[src/rtl/alu_sequencer_pkg.sv]
// Shared definitions for the ALU sequencer: data width, instruction field
// positions, ALU opcode encoding and the sequencer FSM state encoding.
package alu_sequencer_pkg;

    localparam int DATA_W  = 10;
    localparam int INSTR_W = 10;

    localparam int OP_MSB        = 9;
    localparam int OP_LSB        = 8;
    localparam int RD_MSB        = 7;
    localparam int RD_LSB        = 6;
    localparam int RS_MSB        = 5;
    localparam int RS_LSB        = 4;
    localparam int RT_MSB        = 3;
    localparam int RT_LSB        = 2;
    localparam int USE_CARRY_BIT = 1;

    typedef enum logic [1:0] {
        ALU_ADD   = 2'b00,
        ALU_SUB   = 2'b01,
        ALU_SHIFT = 2'b10,
        ALU_NOR   = 2'b11
    } alu_op_e;

    typedef enum logic [1:0] {
        ST_IDLE = 2'b00,
        ST_READ = 2'b01,
        ST_EXEC = 2'b10,
        ST_WB   = 2'b11
    } state_e;

endpackage

[src/rtl/alu_sequencer_regfile4x10.sv]
// Four-entry register file: two operand read ports, one debug read port,
// one synchronous write port, cleared by asynchronous reset.
module regfile4x10
    import alu_sequencer_pkg::*;
(
    input  logic              clk,
    input  logic              rst,
    input  logic              we,
    input  logic [1:0]        waddr,
    input  logic [DATA_W-1:0] wdata,
    input  logic [1:0]        raddr_a,
    output logic [DATA_W-1:0] rdata_a,
    input  logic [1:0]        raddr_b,
    output logic [DATA_W-1:0] rdata_b,
    input  logic [1:0]        raddr_dbg,
    output logic [DATA_W-1:0] rdata_dbg
);

    logic [DATA_W-1:0] regs_q [4];
    logic [DATA_W-1:0] regs_d [4];

    always_comb begin
        for (int i = 0; i < 4; i++) begin
            regs_d[i] = regs_q[i];
        end
        if (we) begin
            regs_d[waddr] = wdata;
        end
    end

    always_ff @(posedge clk or posedge rst) begin
        if (rst) begin
            for (int i = 0; i < 4; i++) begin
                regs_q[i] <= '0;
            end
        end else begin
            for (int i = 0; i < 4; i++) begin
                regs_q[i] <= regs_d[i];
            end
        end
    end

    assign rdata_a   = regs_q[raddr_a];
    assign rdata_b   = regs_q[raddr_b];
    assign rdata_dbg = regs_q[raddr_dbg];

endmodule

[src/rtl/alu_sequencer.sv]
// Four-phase instruction sequencer (IDLE->READ->EXEC->WB) driving an external
// combinational ALU, with a 4x10 register file and sticky carry/borrow flags.
module alu_sequencer
    import alu_sequencer_pkg::*;
(
    input  logic               clk,
    input  logic               rst,
    input  logic               instr_valid,
    input  logic [INSTR_W-1:0] instr,
    output logic               instr_ready,
    input  logic               load_en,
    input  logic [1:0]         load_addr,
    input  logic [DATA_W-1:0]  load_data,
    input  logic [1:0]         rd_addr,
    output logic [DATA_W-1:0]  rd_data,
    output logic [1:0]         alu_opcode,
    output logic [DATA_W-1:0]  alu_rs,
    output logic [DATA_W-1:0]  alu_rt,
    output logic               alu_cin,
    output logic               alu_bin,
    input  logic [DATA_W-1:0]  alu_result,
    input  logic               alu_cout,
    input  logic               alu_bout,
    output logic               done,
    output logic               carry_flag,
    output logic               borrow_flag
);

    state_e            state_q, state_d;
    alu_op_e           op_q, op_d;
    logic [1:0]        rd_q, rd_d, rs_q, rs_d, rt_q, rt_d;
    logic              use_carry_q, use_carry_d;
    alu_op_e           alu_opcode_q, alu_opcode_d;
    logic [DATA_W-1:0] alu_rs_q, alu_rs_d, alu_rt_q, alu_rt_d;
    logic [DATA_W-1:0] result_q, result_d;
    logic              cout_q, cout_d, bout_q, bout_d;
    logic              carry_flag_q, carry_flag_d, borrow_flag_q, borrow_flag_d;

    logic              rf_we;
    logic [1:0]        rf_waddr;
    logic [DATA_W-1:0] rf_wdata, rf_rs_data, rf_rt_data;
    logic              unused_reserved;

    assign unused_reserved = instr[0];

    regfile4x10 u_regfile (
        .clk       (clk),
        .rst       (rst),
        .we        (rf_we),
        .waddr     (rf_waddr),
        .wdata     (rf_wdata),
        .raddr_a   (rs_q),
        .rdata_a   (rf_rs_data),
        .raddr_b   (rt_q),
        .rdata_b   (rf_rt_data),
        .raddr_dbg (rd_addr),
        .rdata_dbg (rd_data)
    );

    always_comb begin
        state_d       = state_q;
        op_d          = op_q;
        rd_d          = rd_q;
        rs_d          = rs_q;
        rt_d          = rt_q;
        use_carry_d   = use_carry_q;
        alu_opcode_d  = alu_opcode_q;
        alu_rs_d      = alu_rs_q;
        alu_rt_d      = alu_rt_q;
        result_d      = result_q;
        cout_d        = cout_q;
        bout_d        = bout_q;
        carry_flag_d  = carry_flag_q;
        borrow_flag_d = borrow_flag_q;
        rf_we         = 1'b0;
        rf_waddr      = rd_q;
        rf_wdata      = result_q;

        unique case (state_q)
            ST_IDLE: begin
                // A preload takes priority over accepting an instruction.
                if (load_en) begin
                    rf_we    = 1'b1;
                    rf_waddr = load_addr;
                    rf_wdata = load_data;
                end else if (instr_valid) begin
                    op_d        = alu_op_e'(instr[OP_MSB:OP_LSB]);
                    rd_d        = instr[RD_MSB:RD_LSB];
                    rs_d        = instr[RS_MSB:RS_LSB];
                    rt_d        = instr[RT_MSB:RT_LSB];
                    use_carry_d = instr[USE_CARRY_BIT];
                    state_d     = ST_READ;
                end
            end
            ST_READ: begin
                alu_opcode_d = op_q;
                alu_rs_d     = rf_rs_data;
                alu_rt_d     = rf_rt_data;
                state_d      = ST_EXEC;
            end
            ST_EXEC: begin
                result_d = alu_result;
                cout_d   = alu_cout;
                bout_d   = alu_bout;
                state_d  = ST_WB;
            end
            ST_WB: begin
                rf_we = 1'b1;
                if (op_q == ALU_ADD) carry_flag_d  = cout_q;
                if (op_q == ALU_SUB) borrow_flag_d = bout_q;
                state_d = ST_IDLE;
            end
        endcase
    end

    always_ff @(posedge clk or posedge rst) begin
        if (rst) begin
            state_q       <= ST_IDLE;
            op_q          <= ALU_ADD;
            rd_q          <= '0;
            rs_q          <= '0;
            rt_q          <= '0;
            use_carry_q   <= 1'b0;
            alu_opcode_q  <= ALU_ADD;
            alu_rs_q      <= '0;
            alu_rt_q      <= '0;
            result_q      <= '0;
            cout_q        <= 1'b0;
            bout_q        <= 1'b0;
            carry_flag_q  <= 1'b0;
            borrow_flag_q <= 1'b0;
        end else begin
            state_q       <= state_d;
            op_q          <= op_d;
            rd_q          <= rd_d;
            rs_q          <= rs_d;
            rt_q          <= rt_d;
            use_carry_q   <= use_carry_d;
            alu_opcode_q  <= alu_opcode_d;
            alu_rs_q      <= alu_rs_d;
            alu_rt_q      <= alu_rt_d;
            result_q      <= result_d;
            cout_q        <= cout_d;
            bout_q        <= bout_d;
            carry_flag_q  <= carry_flag_d;
            borrow_flag_q <= borrow_flag_d;
        end
    end

    assign instr_ready = (state_q == ST_IDLE) && !load_en;
    assign done        = (state_q == ST_WB);
    assign alu_opcode  = alu_opcode_q;
    assign alu_rs      = alu_rs_q;
    assign alu_rt      = alu_rt_q;
    assign alu_cin     = (op_q == ALU_ADD) && use_carry_q && carry_flag_q;
    assign alu_bin     = (op_q == ALU_SUB) && use_carry_q && borrow_flag_q;
    assign carry_flag  = carry_flag_q;
    assign borrow_flag = borrow_flag_q;

endmodule

[config.mk]
export PLATFORM = sky130hd
export DESIGN_NAME = alu_sequencer
export DESIGN_NICKNAME = d
export VERILOG_FILES = /design/src/rtl/alu_sequencer_pkg.sv /design/src/rtl/alu_sequencer_regfile4x10.sv /design/src/rtl/alu_sequencer.sv
export SDC_FILE = /design/constraint.sdc
export NUM_CORES = 1
export LEC_CHECK = 0
export CAP_MARGIN = 10
export CORE_ASPECT_RATIO = 1.75
export CORE_MARGIN = 2
export CORE_UTILIZATION = 53
export DETAILED_ROUTE_END_ITERATION = 10
export HOLD_SLACK_MARGIN = 0.03
export PLACE_DENSITY = 0.8
export SLEW_MARGIN = 40
export SYNTH_ARGS = -nofsm -noshare
export SYNTH_HDL_FRONTEND = slang
export SYNTH_HIERARCHICAL = 1
export SYNTH_SLANG_ARGS = --single-unit
[constraint.sdc]
create_clock -name clk -period 2.38 [get_ports clk]
set_input_delay 0.476 -clock clk [delete_from_list [all_inputs] [get_ports clk]]
set_output_delay 0.476 -clock clk [all_outputs]
set_load 0.1 [all_outputs]
# Yosys cells after proc, flatten, opt, wreduce, memory -nomap -nowiden
# Cells that the tools add are included.
[op_classes]
add_sub_neg = 0
multipliers = 0
div = 0
order_cmp = 5
n_eq_ne = 6
n_shift = 0
mux = 21
bitwise = 5
n_reduce_logical = 13
[ops]
columns = ["cell", "n"]
rows = [
  ["$mux 10", 9],
  ["$bmux 10 s2", 3],
  ["$bwmux 40", 1],
  ["$demux 10 s2", 1],
  ["$ge 3x3->1 const B", 4],
  ["$not 2->3", 4],
  ["$mux 2", 4],
  ["$pmux 2 s4", 1],
  ["$logic_and 1x1->1", 6],
  ["$reduce_and 2->1", 3],
  ["$eq 2x1->1 const B", 2],
  ["$eq 2x2->1 const B", 2],
  ["$logic_not 2->1", 2],
  ["$ne 2x2->1 const B", 2],
  ["$lt 3x1->1 const B", 1],
  ["$reduce_and 3->1", 1],
  ["$pmux 1 s2", 1],
  ["$logic_not 1->1", 1],
  ["$mux 1", 1],
  ["$not 1->1", 1],
]
[word_totals]
register_bits = 87
latch_bits = 0
mem_bits_rw = 0
rom_bits = 0
in_bits = 40
output_inout_bits = 38
memories = 0

# Longest topological paths before layout
# Gate-level depths: netlist of the first run.
[depth]
ltp_word = 8
mapped_depth = 8

# Hierarchy
# The synthesis of the first run kept the hierarchy.
[modules_own_cells]
columns = ["module", "n_inst", "cells_each", "area_each_um2", "seq_area_each_um2"]
rows = [
  ["regfile4x10", 1, 124, 2326.0, 1001.0],
  ["alu_sequencer", 1, 129, 2070.7, 1176.1],
]

# Worst setup path after synthesis of the first run
# No wires, ideal clock.
[synth_timing]
path_type = "register to output"
start = "reg carry_flag_q, in the netlist carry_flag"
end = "out alu_cin"
arrival_time_ns = 3.929
required_ns = 1.904
setup_slack_ns = -2.025
path_stages_with_launch = 2
n_path_buf = 0
path_cell_list = "dfrtp_1 nor4bb_1"
[synth_between]
elab_chain_cells = 1
[synth_rtl]
columns = ["item", "line_no", "source"]
rows = [
  ["start, declared", "alu_sequencer.sv:37", "logic carry_flag_q, carry_flag_d, borrow_flag_q, borrow_flag_d;"],
  ["start signal, assigned", "alu_sequencer.sv:145", "carry_flag_q <= carry_flag_d;"],
  ["$logic_and 1x1->1", "alu_sequencer.sv:155", "assign alu_cin = (op_q == ALU_ADD) && use_carry_q && carry_flag_q;"],
  ["end, declared", "alu_sequencer.sv:19", "output logic alu_cin,"],
]
# Every way passes these cells.

# Worst setup path after layout of the first run
[layout_timing]
start = "in rd_addr[0]"
end = "out rd_data[9]"
[layout_between]
elab_chain_cells = 4
[layout_rtl]
columns = ["item", "line_no", "source"]
rows = [
  ["start, declared", "alu_sequencer.sv:14", "input logic [1:0] rd_addr,"],
  ["$not 2->3 (implied by the code)", "alu_sequencer_regfile4x10.sv:45", "assign rdata_dbg = regs_q[raddr_dbg];"],
  ["$bmux 10 s2", "alu_sequencer_regfile4x10.sv:45", ""],
  ["$mux 10 (implied by the code) (2 in series)", "alu_sequencer_regfile4x10.sv:45", ""],
  ["end, declared", "alu_sequencer.sv:15", "output logic [DATA_W-1:0] rd_data,"],
]
# Every way passes these cells. The select of a mux whose other input is x is not followed.

==> impl_metrics.tcl, run 1 <==
set metrics [dict create \
    cts_buffers 9 \
    drive_gt1_frac 0.598 \
    grtUsageTotal 0.245 \
    synth_edf_count 0 \
    dp_hpwl_um 6740 \
    first_global_vias 2963 \
    yosys.area.top_type "dfrtp_1" \
    worstSetupEndpointType "output pin" \
    cts-root-buf "clkbuf_16" \
    areaGrowthSynthToFinish_pct 31.9 \
    core_mm2 0.00820 \
    period_minus_slack_ns 2.26 \
    crit_required_ns 1.90 \
    totalWireLength_um 10200 \
    start_util 0.536 \
    yosys_warnings 6 \
    synth_common_cells "87 x dfrtp_1, 68 x mux2_2, 30 x mux2_4, 30 x mux4_2, 7 x buf_6" \
    min_path_type "primary input to asynchronous set/reset pin" \
    synth.area.top_cells "dfrtp_1 50%, mux2_2 17%, mux4_2 15%" \
    crit_fanout 5 \
    post_cts_buffers 0 \
    vias_per_cell 6.07 \
    grt_remaining_overflow 0 \
    port_buffers 76 \
    synth_ff_type "dfrtp_1" \
    htree_num_levels 3 \
    maxCapViolCount 0 \
    worstMarginPinSlew_ns 0.761 \
    die_area_mm2 0.00907 \
    antenna_found_initial 0 \
    drt-pass1-iter-count 4 \
    syn_area_per_cell_um2 17.4 \
    nets 388 \
    synthArstFlopShare 1.00 \
    synthCells 253 \
    cts_max_path_buffers 2 \
    grt_max_degree 41 \
    ctsHoldBuffers 0 \
    first_iter_violations 133 \
    grtUsageMet3 0.0639 \
    synth_area_mm2 0.00440 \
    clk_pin_slew_ns 0.06 \
    fillCellCount 528 \
    chipWidth_um 72.9 \
    num_antenna_cells 0 \
    ys_seq_area_frac 0.495 \
    route.detailed.drc 0 \
    gr-usage-met2 0.403 \
    cp_data_arrival_time_ns 1.78 \
    fin_skew_ns 0.00718 \
    io_pins 78 \
    utilization 0.707 \
    clock_sinks 87 \
    drtAntennaViolNets 0 \
    hold_viol_final 0 \
    cts_tree "done" \
    grt_pass1_wl_um 16200 \
    route.vias.total 2670 \
    r2r_slack_ns 0.16 \
    rows 44 \
    slew_headroom 0.493 \
    max_freq_ghz 0.442 \
    slowest_delay_ns 0.53 \
    status "finished clean" \
    cp_slowest_cell "mux4_2" \
    r2r_cells 7 \
    ys_ff_latch 87 \
    criticalPathCategory "primary input to output pin" \
    yosysMostFrequentCell "dfrtp_1" \
    syn_nets 298 \
    regArea_mm2 0.00218 \
    setup_viol 0 \
    timing.final.crit_share 0.950 \
    busiest_layer "met2" \
    ys_types 22 \
    multiInputGateArea_mm2 0.00211 \
    finalSetupTns_ns 0 \
    synth_top_area_share 0.495 \
    fp.dieH_um 124 \
    clock_latency_ns 0.34 \
    rsz0062_at_grt "no" \
    gp_congestion 0.807 \
    crit_path_start_kind "primary input" \
    final-max-slew-violation-count 0 \
    grtUsageMet1 0.288 \
    routedWlPerCell_um 23.1 \
    crit_path_cell_trace "dlygate4sd2_1 -> bufbuf_16 -> mux4_2 -> buf_12" \
]
metrics by stage:
step | hold slack (ns) | worst slack [ns] | cells | area [um2]
after CTS | 0.509 | 0.118 | 440 | 5800
after global placement | 0.485 | -0.0168 | 423 | 5410
after detailed placement | 0.496 | -0.0376 | 423 | 5410
after global routing | 0.519 | 0.0599 | 440 | 5800
final | 0.506 | 0.120 | 440 | 5800
after floorplan | 0.474 | 0.0470 | 253 | 4410
cell usage in the layout, fill, tap and decap left out:
cell type / n
a21oi_1: 2
and2b_2: 1
and4b_1: 1
buf_12: 17
buf_4: 36
bufbuf_16: 1
bufinv_16: 3
clkbuf_16: 9
clkbuf_8: 2
clkdlybuf4s50_1: 37
clkinv_2: 1
clkinv_4: 1
dfrtp_1: 86
dfrtp_2: 1
dlygate4sd2_1: 1
ha_1: 5
inv_1: 3
inv_2: 1
mux2_2: 68
mux2_4: 30
mux4_2: 30
nand2_2: 1
nand3_2: 1
nand3b_1: 3
nand3b_4: 1
nor2_1: 1
nor2b_2: 1
nor3b_1: 1
nor3b_2: 1
nor4bb_4: 1
o32a_2: 1
cells by family after synthesis:
kind of cell	Yosys count	share of synthesized area
muxes	128	0.430
DFF	87	0.495
buffers and inverters	17	0.0282
and+or+nand+nor	13	0.0273
adders and majority gates	5	0.0142
AOI/OAI and AO/OA	3	0.00484
final timing paths:
| path | start | end |
|---|---|---|
| setup / recovery | rd_addr[0] | rd_data[9] |
| hold / removal | rst | op_q[0]$_DFFE_PP0P_ |
| setup reg to reg | state_q[0]$_DFFE_PP0P_ | u_regfile/regs_q[31]$_DFFE_PP0P_ |
| hold reg to reg | alu_rt[4]$_DFFE_PP0N_ | alu_rt[4]$_DFFE_PP0N_ |
| max in group asynchronous | rst | alu_rs[3]$_DFFE_PP0N_ |
| min in group clk | alu_rt[4]$_DFFE_PP0N_ | alu_rt[4]$_DFFE_PP0N_ |
final cells by class:
class                      instances  share of cell area
sequential                        87               0.376
multi-input combinational        149               0.364
timing repair buffer              92               0.176
clock buffer                      11              0.0436
tap                               92              0.0199
clock inverter                     5              0.0179
inverter                           4             0.00259
critical path: cells and delay by family:
family   cells  cell delay [ns]
buf+inv      3             0.77
mux          1             0.53
sequential cells by signal (all words and copies together) (netlist names), 2 cells and up:
register and count:
rt_q 2, alu_opcode 2, alu_rs 10, op_q 2, u_regfile/regs_q 40, alu_rt 10, result_q 10, rd_q 2
state_q 2, rs_q 2
what timing repair did:
| item | CTS | global route |
|---|---|---|
| endpoints found under the hold margin | 0 | 0 |
| setup endpoints to repair | 10 | 0 |
| resized for setup | 1 | 0 |
layer usage:
metal | up-vias | share of wire | routed length, um
met5 | - | 0 | 0
met4 | 0 | 0.034 | 350
met3 | 26 | 0.055 | 557
met2 | 102 | 0.54 | 5510
met1 | 1394 | 0.37 | 3770
li1 | 1148 | - | -
Power of run 1 is not shown: default switching activity piles up to over one toggle a cycle in this logic, so the estimate is an artifact.
==> run 2: changes to the inputs <==
--- a/config.mk
+++ b/config.mk
@@ -5,10 +5,11 @@
 export SDC_FILE = /design/constraint.sdc
 export NUM_CORES = 1
 export LEC_CHECK = 0
+export ABC_AREA = 1
 export CAP_MARGIN = 10
 export CORE_ASPECT_RATIO = 1.75
-export CORE_MARGIN = 2
-export CORE_UTILIZATION = 53
+export CORE_MARGIN = 1
+export CORE_UTILIZATION = 54
 export DETAILED_ROUTE_END_ITERATION = 10
 export HOLD_SLACK_MARGIN = 0.03
 export PLACE_DENSITY = 0.8
==> run 2 against run 1 <==
  * First-iteration DRC count rose to 3.7 times the previous value
  * Non-clock buffer count grew 6
  * Flip-flop and latch count unchanged
  * Global-route usage grew 6.4 points
  * Synthesized cell count grew to 2.8 times the previous value
  * Worst hold slack got worse by 0.035 ns
  * Synthesized area grew 12%
  * Routed wire length grew 35%
  * Critical path type unchanged
  * Critical endpoint is now rd_data[2]
  * Largest cell class is now multi-input combinational cells
  * Highest routed layer unchanged
==> impl_metrics.tcl, run 2 <==
set metrics [dict create \
    p_comb_frac 0.604 \
    synthCells 712 \
    ctsResizeCount 0 \
    hold_viol_final 0 \
    syn_area_per_cell_um2 6.93 \
    final-max-slew-violation-count 0 \
    rsz0062_at_grt "no" \
    cp_data_arrival_time_ns 1.75 \
    synth_area_mm2 0.00493 \
    cts_tree "done" \
    vias_per_cell 5.40 \
    power_frac_clock 0.142 \
    totalWireLength_um 13800 \
    grt_max_degree 48 \
    clock_sinks 87 \
    largest_register "u_regfile/regs_q" \
    rows 45 \
    routedWlPerCell_um 15.2 \
    placedCellCount 889 \
    cp_top_family "buffers and inverters" \
    internal_power_mw 4.57 \
    num_antenna_cells 0 \
    synth_ff_type "dfrtp_1" \
    grt_pass1_wl_um 22500 \
    irDropWorstVdd_uv 1240 \
    period_minus_slack_ns 2.22 \
    p_leak_nw 3.37 \
    syn_nets 757 \
    ctsHoldBuffers 0 \
    criticalPathCategory "primary input to output pin" \
    cts_buffers 9 \
    worstSetupEndpointType "output pin" \
    synth.area.top_cells "dfrtp_1 44%, nand2_1 25%, nand3_1 8.6%" \
    dp_hpwl_um 10000 \
    place_area_mm2 0.00587 \
    clk_pin_slew_ns 0.06 \
    fp.dieH_um 128 \
    first_global_vias 4687 \
    multiInputGateArea_mm2 0.00222 \
    min_path_type "flip-flop to flip-flop" \
    sw_frac_of_total 0.544 \
    clock_latency_ns 0.34 \
    drive_gt1_frac 0.123 \
    yosys.area.top_type "dfrtp_1" \
    gp_congestion 0.847 \
    nets 828 \
    port_buffers 76 \
    cts-root-buf "clkbuf_16" \
    status "finished clean" \
    htree_num_levels 3 \
    crit_path_start_kind "primary input" \
    max_freq_ghz 0.450 \
    synth_common_cells "329 x nand2_1, 87 x dfrtp_1, 86 x inv_1, 85 x nand3_1, 30 x nand4_1" \
    utilization 0.702 \
    fillCellCount 751 \
    crit_required_ns 1.90 \
    finalPower_mw 10.0 \
    yosysMostFrequentCell "nand2_1" \
    route.detailed.drc 0 \
    synth_edf_count 0 \
    start_util 0.562 \
    synth_top_area_share 0.441 \
    ys_types 22 \
    first_iter_violations 498 \
    p_per_area_mw_per_mm2 1620 \
    core_mm2 0.00878 \
    grtUsageTotal 0.309 \
    slew_headroom 0.554 \
    grt_remaining_overflow 0 \
    timing.final.crit_share 0.934 \
    ys_seq_area_frac 0.441 \
    worstMarginPinSlew_ns 0.669 \
    regArea_mm2 0.00218 \
    r2r_slack_ns 0.30 \
    synthArstFlopShare 1.00 \
    fin_area_mm2 0.00617 \
    cp_slowest_cell "clkdlybuf4s50_1" \
    final_common_cell "nand2_1" \
    maxCapViolCount 0 \
    ys_ff_latch 87 \
    largest_reg_flops 40 \
    post_cts_buffers 0 \
    finalSetupTns_ns 0 \
    sequentialPowerShare 0.254 \
    crit_path_cell_trace "clkdlybuf4s50_1 -> buf_4 -> nand2_1 -> nand3_1 -> nand2_1 -> buf_12" \
    slowest_delay_ns 0.48 \
    drtAntennaViolNets 0 \
    setup_viol 0 \
    die_area_mm2 0.00953 \
    crit_fanout 20 \
    chipWidth_um 74.2 \
    p_switching_mw 5.44 \
    drt-pass1-iter-count 8 \
    areaGrowthSynthToFinish_pct 25.1 \
    fin_skew_ns 0.00795 \
    final_cell_mix "329 x nand2_1, 87 x dfrtp_1, 85 x inv_1, 85 x nand3_1, 47 x buf_4" \
    yosys_warnings 6 \
    critPathBufInv 3 \
    cpMostUsedCell "nand2_1" \
    cts_max_path_buffers 2 \
    io_pins 78 \
    instances_no_fill 905 \
    route.vias.total 4886 \
    antenna_found_initial 0 \
]
-- run 2: cell types whose count changed after synthesis, moves of 26 or more --
cell / previous run / this run
inv_1: 4 / 86
buf_2: 3 / 29
mux2_2: 68 / 0
mux4_2: 30 / 0
nand3_1: 0 / 85
nand4_1: 0 / 30
nand2_1: 0 / 329
mux2_4: 30 / 0
-- run 2: final cells by class --
class | count | share of cell area
multi-input combinational | 497 | 0.359
sequential | 87 | 0.353
timing repair buffer | 98 | 0.161
inverter | 90 | 0.0548
clock buffer | 10 | 0.0371
tap | 117 | 0.0237
clock inverter | 6 | 0.0114
-- run 2: path summary, 6_finish.rpt --
check	start	cells past startpoint	to
worst min register to register	result_q[9]$_DFFE_PP0N_	2	result_q[9]$_DFFE_PP0N_
worst max-delay path	rd_addr[0]	6	rd_data[2]
worst max register to register	state_q[0]$_DFFE_PP0P_	8	u_regfile/regs_q[21]$_DFFE_PP0P_
max in group asynchronous	rst	3	alu_rs[2]$_DFFE_PP0N_
min in group asynchronous	rst	3	u_regfile/regs_q[9]$_DFFE_PP0P_
worst min-delay path	result_q[9]$_DFFE_PP0N_	2	result_q[9]$_DFFE_PP0N_
-- run 2: metal layers --
layer  wire length (um)  GRT usage
met1               5410      0.366
met2               7300      0.552
met3                688     0.0454
met4                357      0.118
met5                  0          0
-- run 2: metrics by stage --
step	hold WS (ns)	worst slack (ns)
finish	0.471	0.156
global placement	0.454	0.152
global route	0.489	0.0822
CTS	0.474	0.172
detailed placement	0.458	0.0986
floorplan	0.442	0.00487
-- run 2: cells by family (layout without fill, tap and decap cells) --
group	Yosys count	after routing	share of synthesized area
AO/OA/AOI/OAI	35	35	0.0439
buffers and inverters	128	204	0.110
adder cells (fa/ha/maj)	5	5	0.0127
flip-flops	87	87	0.441
AND/OR/NAND/NOR	457	457	0.392
-- run 2: power by group through the flow --
stage / logic, mW / registers (mW) / clock network (mW)
floorplan: 3.32 / 3.68 / 0
global placement: 5.84 / 2.52 / 0
detailed placement: 5.98 / 2.55 / 0
CTS: 6.03 / 2.54 / 1.44
global route: 6.58 / 2.61 / 1.50
finish: 6.04 / 2.55 / 1.42
-- run 2: tightest hold or removal path: cells and delay by family (launching register included) --
family / cells / cell delay [ns]
DFF: 1 / 0.34
and+or+nand+nor: 2 / 0.10
(Power assumes the default switching activity.)
==> run 3: changes to the inputs <==
--- a/config.mk
+++ b/config.mk
@@ -13,6 +13,7 @@
 export DETAILED_ROUTE_END_ITERATION = 10
 export HOLD_SLACK_MARGIN = 0.03
 export PLACE_DENSITY = 0.8
+export REMOVE_ABC_BUFFERS = 1
 export SLEW_MARGIN = 40
 export SYNTH_ARGS = -nofsm -noshare
 export SYNTH_HDL_FRONTEND = slang
==> run 3 against run 2 <==
  * Routed wire length decreased by 7.5%
  * First-iteration DRC count decreased by 32%
  * Worst setup slack worse by 0.068 ns
  * Highest routed layer unchanged
  * Fmax decreased by 3.0%
  * Flip-flop and latch count unchanged
  * Non-clock buffer count did not move
  * Clock skew about the same
  * Power shrank 1.6%
  * Worst hold slack better by 0.00091 ns
  * Clock power down 7%
  * Critical path depth shrank 1
  * Critical endpoint is now rd_data[6]
  * Register-to-register slack gained 0.05 ns
==> impl_metrics.tcl, run 3 (synthesis results as in run 2) <==
set metrics [dict create \
    dpl_worst_slack_ns 0.0305 \
    fillCellCount 774 \
    cts_max_path_buffers 2 \
    grt_pass1_wl_um 21000 \
    worstMarginPinSlew_ns 0.678 \
    cts_buffers 9 \
    finalPower_mw 9.85 \
    rsz0062_at_grt "no" \
    hold_viol_final 0 \
    nets 830 \
    clock_sinks 87 \
    totalWireLength_um 12700 \
    chipWidth_um 74.2 \
    setup_viol 0 \
    multiInputGateArea_mm2 0.00221 \
    route.detailed.drc 0 \
    final_cell_mix "329 x nand2_1, 87 x dfrtp_1, 85 x nand3_1" \
    final_common_cell "nand2_1" \
    crit_required_ns 1.90 \
    min_path_type "flip-flop to flip-flop" \
    min_from "result_q[2]$_DFFE_PP0N_" \
    core_mm2 0.00878 \
    final-max-slew-violation-count 0 \
    vias_per_cell 5.35 \
    die_area_mm2 0.00953 \
    cp_data_arrival_time_ns 1.82 \
    status "finished clean" \
    drive_gt1_frac 0.124 \
    largest_register "u_regfile/regs_q" \
    period_minus_slack_ns 2.29 \
    worstSetupEndpointType "output pin" \
    fin_skew_ns 0.00819 \
    port_buffers 76 \
    largest_reg_flops 40 \
    maxCapViolCount 0 \
    cts_tree "done" \
    ctsHoldBuffers 0 \
    postLayoutSetupSlackWorst_ns 0.0883 \
    drtAntennaViolNets 0 \
    num_antenna_cells 0 \
    cp_slowest_cell "clkdlybuf4s50_1" \
    routedWlPerCell_um 14.0 \
    crit_path_start_kind "primary input" \
    first_global_vias 4630 \
    startpoint "rd_addr[1]" \
    crit_fanout 10 \
    reg2reg_from "state_q[0]$_DFFE_PP0P_" \
    p_per_area_mw_per_mm2 1600 \
    slowest_delay_ns 0.48 \
    grt_max_degree 41 \
    dp_hpwl_um 9470 \
    grt_remaining_overflow 0 \
    clock_latency_ns 0.34 \
    antenna_found_initial 0 \
    rows 45 \
    irDropWorstVdd_uv 997 \
    areaGrowthSynthToFinish_pct 25.2 \
    slew_headroom 0.547 \
    first_iter_violations 340 \
    grtUsageTotal 0.283 \
    clk_pin_slew_ns 0.06 \
    io_pins 78 \
    criticalPathCategory "primary input to output pin" \
    max_freq_ghz 0.436 \
    timing.final.crit_share 0.963 \
    fp.dieH_um 128 \
    regArea_mm2 0.00218 \
    timing.hold.ws_ns 0.472 \
    start_util 0.562 \
    htree_num_levels 3 \
    gp_congestion 0.883 \
    place_area_mm2 0.00587 \
    p_leak_nw 3.37 \
    cts-root-buf "clkbuf_16" \
    fin_area_mm2 0.00618 \
    crit_path_cell_trace "clkdlybuf4s50_1 -> clkinv_1 -> nand3_1 -> nand2_1 -> buf_12" \
    finalSetupTns_ns 0 \
    route.vias.total 4853 \
    drt-pass1-iter-count 6 \
]
## run 3: cell types whose count changed in the layout (fill, tap and decap cells not counted)
cell,change
bufinv_16,-1
clkinvlp_4,+2
clkinv_2,+2
nor2_2,-2
buf_12,+1
buf_4,-1
inv_6,-1
inv_1,-1
clkbuf_8,+1
nor2_1,+2
clkdlybuf4s50_1,-1
dlymetal6s2s_1,+1
## run 3: path summary, 6_finish.rpt
kind	endpoint	slack [ns]	depth (start not counted)
setup / recovery	rd_data[6]	0.09	5
hold / removal	result_q[2]$_DFFE_PP0N_	0.47	2
setup reg to reg	u_regfile/regs_q[27]$_DFFE_PP0P_	0.35	9
hold reg to reg	result_q[2]$_DFFE_PP0N_	0.47	2
max in group asynchronous	result_q[6]$_DFFE_PP0N_	1.34	3
min in group asynchronous	rt_q[0]$_DFFE_PP0P_	0.53	2
## run 3: layout make-up
type | instances | area share
clock buffers | 11 | 0.0393
clock inverters | 5 | 0.00547
inverters | 90 | 0.0553
multi-input cells | 497 | 0.358
flip-flops and latches | 87 | 0.353
well taps | 117 | 0.0237
repair buffers | 98 | 0.163
repair inverters | 2 | 0.00243
## run 3: power breakdown
group | total, mW | internal [mW] | switching, mW
Sequential | 2.53 | 2.14 | 0.385
Clock | 1.32 | 0.734 | 0.584
Combinational | 6.01 | 1.65 | 4.36
## run 3: critical path, delay by kind of cell
kind                   cells  cell delay [ns]
buffers and inverters      3             0.99
AND/OR/NAND/NOR            2             0.34
## run 3: what timing repair did
item | 4_1_cts | 5_1_grt
gates resized for setup | 0 | 4
setup endpoints to repair | 0 | 10
buffers inserted | 0 | 1
## run 3: through the flow
stage,utilization,std cells
after floorplan,-,674
after global placement,0.668,888
after detailed placement,0.668,888
after CTS,0.700,904
after global routing,0.703,907
final,0.703,907
## run 3: layer usage
metal | track usage | vias to the layer above | wire length, um
li1 | - | 2360 | -
met1 | 0.328 | 2228 | 4910
met2 | 0.507 | 217 | 6800
met3 | 0.0368 | 48 | 569
met4 | 0.128 | 0 | 453
met5 | 0 | - | 0
